### src/rtl/seq_det_pkg.sv
// seq_det_pkg: shared defaults and FSM state encoding for the pattern scanner
package seq_det_pkg;
  localparam int MAX_LEN_DEF = 8;
  localparam int CNT_W_DEF = 16;
  typedef enum logic [1:0] {IDLE, LOAD, RUN, DONE} state_t;
endpackage

### src/rtl/pattern_match.sv
// pattern_match: serial history register, fill count and masked compare producing a combinational hit
// ports: clk, rst_n (sync active-low), clr (wipe history), shift (sample data), data, pat, len -> hit
module pattern_match #(
  parameter int MAX_LEN = 8
) (
  input  logic               clk,
  input  logic               rst_n,
  input  logic               clr,
  input  logic               shift,
  input  logic               data,
  input  logic [MAX_LEN-1:0] pat,
  input  logic [3:0]         len,
  output logic               hit
);
  localparam logic [3:0] FMAX = 4'(MAX_LEN);
  logic [MAX_LEN-1:0] hist, nxt, mask;
  logic [3:0] fill;
  // hit looks at the history including the bit being sampled this cycle
  always_comb begin
    nxt = {hist[MAX_LEN-2:0], data};
    mask = ~({MAX_LEN{1'b1}} << len);
    hit = shift && (fill >= len - 4'd1) && (((nxt ^ pat) & mask) == '0);
  end
  always_ff @(posedge clk) begin
    if (!rst_n || clr) begin
      hist <= '0;
      fill <= '0;
    end else if (shift) begin
      hist <= nxt;
      fill <= (fill == FMAX) ? fill : fill + 4'd1;
    end
  end
endmodule

### src/rtl/pattern_scan_ctrl.sv
// pattern_scan_ctrl: scans a window of valid serial bits for a programmable pattern, counting overlapping matches
// ports: clk, rst_n (sync active-low), start/pat/len/win (scan request), data/data_valid (serial input), abort,
//        busy, detected (match pulse), match_cnt, done (completion pulse), cfg_err (rejected start pulse)
module pattern_scan_ctrl import seq_det_pkg::*; #(
  parameter int MAX_LEN = MAX_LEN_DEF,
  parameter int CNT_W = CNT_W_DEF
) (
  input  logic               clk,
  input  logic               rst_n,
  input  logic               start,
  input  logic [MAX_LEN-1:0] pat,
  input  logic [3:0]         len,
  input  logic [CNT_W-1:0]   win,
  input  logic               data,
  input  logic               data_valid,
  input  logic               abort,
  output logic               busy,
  output logic               detected,
  output logic [CNT_W-1:0]   match_cnt,
  output logic               done,
  output logic               cfg_err
);
  localparam logic [3:0] LMAX = 4'(MAX_LEN);
  state_t state, nxt_state;
  logic [MAX_LEN-1:0] pat_r;
  logic [3:0] len_r;
  logic [CNT_W-1:0] win_r, bit_cnt;
  logic len_ok, shift, last, hit;
  pattern_match #(.MAX_LEN(MAX_LEN)) u_match (
    .clk(clk),
    .rst_n(rst_n),
    .clr(state == LOAD),
    .shift(shift),
    .data(data),
    .pat(pat_r),
    .len(len_r),
    .hit(hit)
  );
  // abort wins over a coincident valid bit, so it simply suppresses the shift
  always_comb begin
    len_ok = len >= 4'd2 && len <= LMAX;
    shift = state == RUN && data_valid && !abort;
    last = (bit_cnt + CNT_W'(1)) == win_r;
    busy = state == LOAD || state == RUN;
    done = state == DONE;
    nxt_state = state;
    case (state)
      IDLE: nxt_state = (start && len_ok) ? LOAD : IDLE;
      LOAD: nxt_state = abort ? IDLE : (win_r == '0) ? DONE : RUN;
      RUN:  nxt_state = abort ? IDLE : (shift && last) ? DONE : RUN;
      DONE: nxt_state = IDLE;
      default: nxt_state = IDLE;
    endcase
  end
  always_ff @(posedge clk) begin
    if (!rst_n) state <= IDLE;
    else state <= nxt_state;
  end
  always_ff @(posedge clk) begin
    if (!rst_n) begin
      pat_r <= '0;
      len_r <= '0;
      win_r <= '0;
      bit_cnt <= '0;
      match_cnt <= '0;
      detected <= 1'b0;
      cfg_err <= 1'b0;
    end else begin
      detected <= hit;
      cfg_err <= state == IDLE && start && !len_ok;
      if (state == IDLE && start && len_ok) begin
        pat_r <= pat;
        len_r <= len;
        win_r <= win;
      end
      if (state == LOAD) begin
        bit_cnt <= '0;
        match_cnt <= '0;
      end else if (shift) begin
        bit_cnt <= bit_cnt + CNT_W'(1);
        if (hit && !(&match_cnt)) match_cnt <= match_cnt + CNT_W'(1);
      end
    end
  end
endmodule

### config.mk
export PLATFORM = sky130hd
export DESIGN_NAME = pattern_scan_ctrl
export DESIGN_NICKNAME = d
export VERILOG_FILES = /design/src/rtl/seq_det_pkg.sv /design/src/rtl/pattern_match.sv /design/src/rtl/pattern_scan_ctrl.sv
export SDC_FILE = /design/constraint.sdc
export NUM_CORES = 1
export LEC_CHECK = 0
export CAP_MARGIN = 5
export CORE_MARGIN = 2
export CORE_UTILIZATION = 55
export DETAILED_ROUTE_END_ITERATION = 8
export GPL_ROUTABILITY_DRIVEN = 0
export HOLD_SLACK_MARGIN = 0.03
export PLACE_DENSITY_LB_ADDON = 0.15
export SYNTH_ARGS = -nofsm -noshare
export SYNTH_HDL_FRONTEND = slang
export SYNTH_SLANG_ARGS = --single-unit
### constraint.sdc
create_clock -name clk -period 3 [get_ports clk]
set_clock_uncertainty 0.05 [all_clocks]
set_input_delay 0.45 -clock clk [delete_from_list [all_inputs] [get_ports clk]]
set_output_delay 0.45 -clock clk [all_outputs]
set_load 0.01 [all_outputs]
==> flow_summary.yaml <==
status:
  outcome: "finished, final reports clean"
logic_synthesis:
  synth-main-ff-cell: "dfxtp_1"
  synth_fa_ha_area_frac: 0.0503
  synth_area_leader_cell: "dfxtp_1"
  yosysSeqAreaShare: 0.377
  synth-seq-cells: 75
  synthArstFlopShare: 0
  synth_compound_area_frac: 0.159
  synth-edff-count: 0
  synth.avg_cell_area_um2: 7.88
  synth_area_mm2: 0.00398
  synth_top_family_by_area: "simple AND/OR/NAND/NOR gates"
  ys_top_cells_by_area: "dfxtp_1 38%, nand2_1 9.1%, a21oi_1 6.7%"
  synthSimpleGateAreaFrac: 0.269
  yosys_warnings: 0
  synth_nets: 555
  yosys.area.top_type_share: 0.377
  synth.distinct_cells: 51
  synth_xor_area_frac: 0.0902
  synthMuxAreaShare: 0.0101
  synth_cells: 505
placement:
  port_buffers: 53
  place_ws_ns: 0.0137
  hpwl_um: 6420
  dp_cells: 638
clocking:
  postCtsHoldBufs: 0
  clkTransAtPathRegs_ns: 0.07
  h-tree-depth: 3
  cts_buffers: 9
  clockBufferDepth: 2
  insertion_delay_ns: 0.35
  cts_tree: "built"
  clock-root-buffer: "clkbuf_8"
  cts.sinks: 75
finish:
  antenna_cells: 0
  instances_no_fill: 660
  syn_to_final_growth_pct: 21.8
  nNetsFinal: 606
  drive_gt1_frac: 0.0838
timing:
  report.final.hold_viol_count: 0
  holdWs_ns: 0.421
  maxSlewViolCount: 0
  tns_ns: 0
  setup_viol: 0
  timing.final.ws_setup_ns: 0.118
  clock.fmax_mhz: 347
  period_minus_slack_ns: 2.88
  worstMarginPinSlew_ns: 0.647
  relSlewSlack: 0.569
  fin_crit_sh: 0.961
floorplan:
  io-pin-count: 54
  start_util: 0.558
  dieHeight_um: 89.1
  dieArea_mm2: 0.00794
  die_w_um: 89.1
  num_rows: 31
  core_mm2: 0.00714
global_route:
  antenna_found_initial: 0
  grt_overflow_total: 0
  grt_pass1_vias: 3307
  grt_use_total: 0.242
  grt_start_max_net_pins: 31
  grt_pass1_wl_um: 15000
worst_setup_path:
  crit_type: "reg2reg"
  crit-reg2reg-launch: "len_r[0]"
  worstPathMaxFanout: 9
  crit_chain: "inv_1, ha_2, ha_1, ha_1, o21a_1, o22ai_1, nor4_2, o2111ai_2, buf_6, clkbuf_4, or3_1, a21oi_1"
  cp.required_ns: 3.23
  ff2ff_setup_slack_ns: 0.12
  start_kind: "flop"
  rr_worst_depth: 12
  path_delay_family: "adder cells"
  r2r_end: "match_cnt[0]"
  crit_path_start: "len_r[0]"
  slowest_delay_ns: 0.35
  cp_slowest_cell: "nor4_2"
  crit_path_end_kind: "flop"
  crit_buf_inv: 3
  path_common_cell: "ha_1"
  arrival_ns: 3.11
power_and_ir_drop:
  p_int_w: 0.00150
  switchingPower_w: 0.000477
  pwr_density_cell_mw_per_mm2: 408
  leakage_nw: 1.69
  p_seq_frac: 0.523
  pwr-share-clk: 0.381
  peakVddDrop_v: 0.000310
  combPwrFrac: 0.097
  p_sw_frac: 0.241
  finalPower_w: 0.00198
min_path:
  min-delay-start: "pat_r[7]"
  hold_path_depth: 2
  hp-class: "reg2reg"
  hold_path_end: "pat_r[7]"
drt:
  dr.pass1.iters: 5
  vias: 3680
  drc: 0
  routedWlPerCell_um: 13.6
  totalWireLength_um: 9000
  ant_nets: 0
  drt_iter0_drc: 142
  viasPerCell: 5.58
flow_run:
  cap_violations: 0
[cell usage in the layout (no fill, tap or decap), drive strengths merged, types with 2 or more instances in the layout]
cell / count
nand4: 13
a211oi: 2
o41ai: 2
or2: 7
inv: 17
and3: 2
clkdlybuf4s50: 53
xnor2: 22
nand2b: 3
or4: 9
a31oi: 3
o21ai: 10
mux2i: 4
or3: 4
xor2: 19
dfxtp: 75
nand2: 96
nor2b: 3
nand3: 18
nor2: 41
a41o: 2
o31ai: 8
nor3: 10
a21o: 2
nand3b: 2
o21a: 3
nor4: 10
o311ai: 2
o22ai: 3
clkbuf: 16
ha: 16
o31a: 2
a21oi: 54
and4: 3
buf: 13
[flip-flops by register name, indices dropped and copies added, names as in the netlist]
name / flops
match_cnt: 16
u_match.hist: 7
state: 2
win_r: 16
pat_r: 8
len_r: 4
cfg_err: 1
bit_cnt: 16
detected: 1
u_match.fill: 4
[worst min-delay path, cell delays in order, from the launching register on]
cell     delay [ns]
dfxtp_1        0.32
nand2_1        0.05
a21oi_1        0.05
[cell families after synthesis]
kind of cell / after synthesis
AO/OA/AOI/OAI: 101
XOR/XNOR: 41
adder cells (fa/ha/maj): 16
buffers and inverters: 44
flip-flops: 75
multiplexers: 4
AND/OR/NAND/NOR: 224
[power groups by stage]
stage	clock [W]	combinational [W]	sequential (W)
2_1_floorplan	0	0.000107	0.00105
3_3_place_gp	0	0.000186	0.00106
3_5_place_dp	0	0.000189	0.00106
4_1_cts	0.000763	0.000190	0.00103
5_1_grt	0.000816	0.000213	0.00104
6_report	0.000753	0.000191	0.00103
[layout make-up]
| class | count | area, µm² |
|---|---|---|
| sequential | 75 | 1500 |
| timing repair buffer | 67 | 643 |
| fill | 627 | 2290 |
| tap | 99 | 124 |
| inverter | 17 | 63.8 |
| clock buffer | 15 | 186 |
| clock inverter | 1 | 5.00 |
| multi-input combinational | 386 | 2320 |
[what timing repair did]
action | 4_1_cts | 5_1_grt
resized for setup | 0 | 7
buffers inserted | 1 | 5
pin swaps | 1 | 2
setup endpoints to repair | 1 | 3
[worst max path at each step]
| stage | end | slack [ns] | depth (start not counted) |
|---|---|---|---|
| detailed placement | match_cnt[8] | 0.01 | 11 |
| finish | match_cnt[0] | 0.12 | 12 |
| CTS | match_cnt[8] | 0.12 | 11 |
| global route | match_cnt[0] | -0.0002 | 12 |
| global placement | match_cnt[7] | 0.15 | 11 |
| floorplan | match_cnt[11] | 0.35 | 11 |
[synth_stat cells, types with 2 or more instances]
master / count
nand2_1: 96
o21a_1: 3
nor2b_1: 3
nor4_1: 9
ha_1: 16
nor2_1: 41
xor2_1: 19
mux2i_1: 4
or4_1: 9
or3_1: 4
nor3_1: 10
and4_1: 2
nand3_1: 18
or2_2: 7
nand2b_1: 3
nand4_1: 13
o22ai_1: 3
a21o_1: 2
o31ai_1: 8
clkbuf_1: 21
and3_1: 2
o21ai_0: 10
xnor2_1: 22
a41o_1: 2
o41ai_1: 2
inv_1: 17
o311ai_0: 2
a211oi_1: 2
dfxtp_1: 75
a31oi_1: 3
o31a_1: 2
a21oi_1: 53
buf_2: 4
[stage by stage]
| step | utilization | instance area, µm² |
|---|---|---|
| floorplan | - | 3980 |
| global placement | 0.642 | 4580 |
| detailed placement | 0.642 | 4580 |
| CTS | 0.670 | 4780 |
| global route | 0.679 | 4850 |
| finish | 0.679 | 4850 |
[per-layer routing]
| layer | global-route usage | vias to the layer above | part of all wire |
|---|---|---|---|
| met5 | 0 | - | 0 |
| met1 | 0.301 | 1716 | 0.45 |
| li1 | - | 1858 | - |
| met2 | 0.404 | 85 | 0.48 |
| met3 | 0.0499 | 21 | 0.040 |
| met4 | 0.109 | 0 | 0.030 |
No activity file was read; power rests on OpenSTA's default activity.
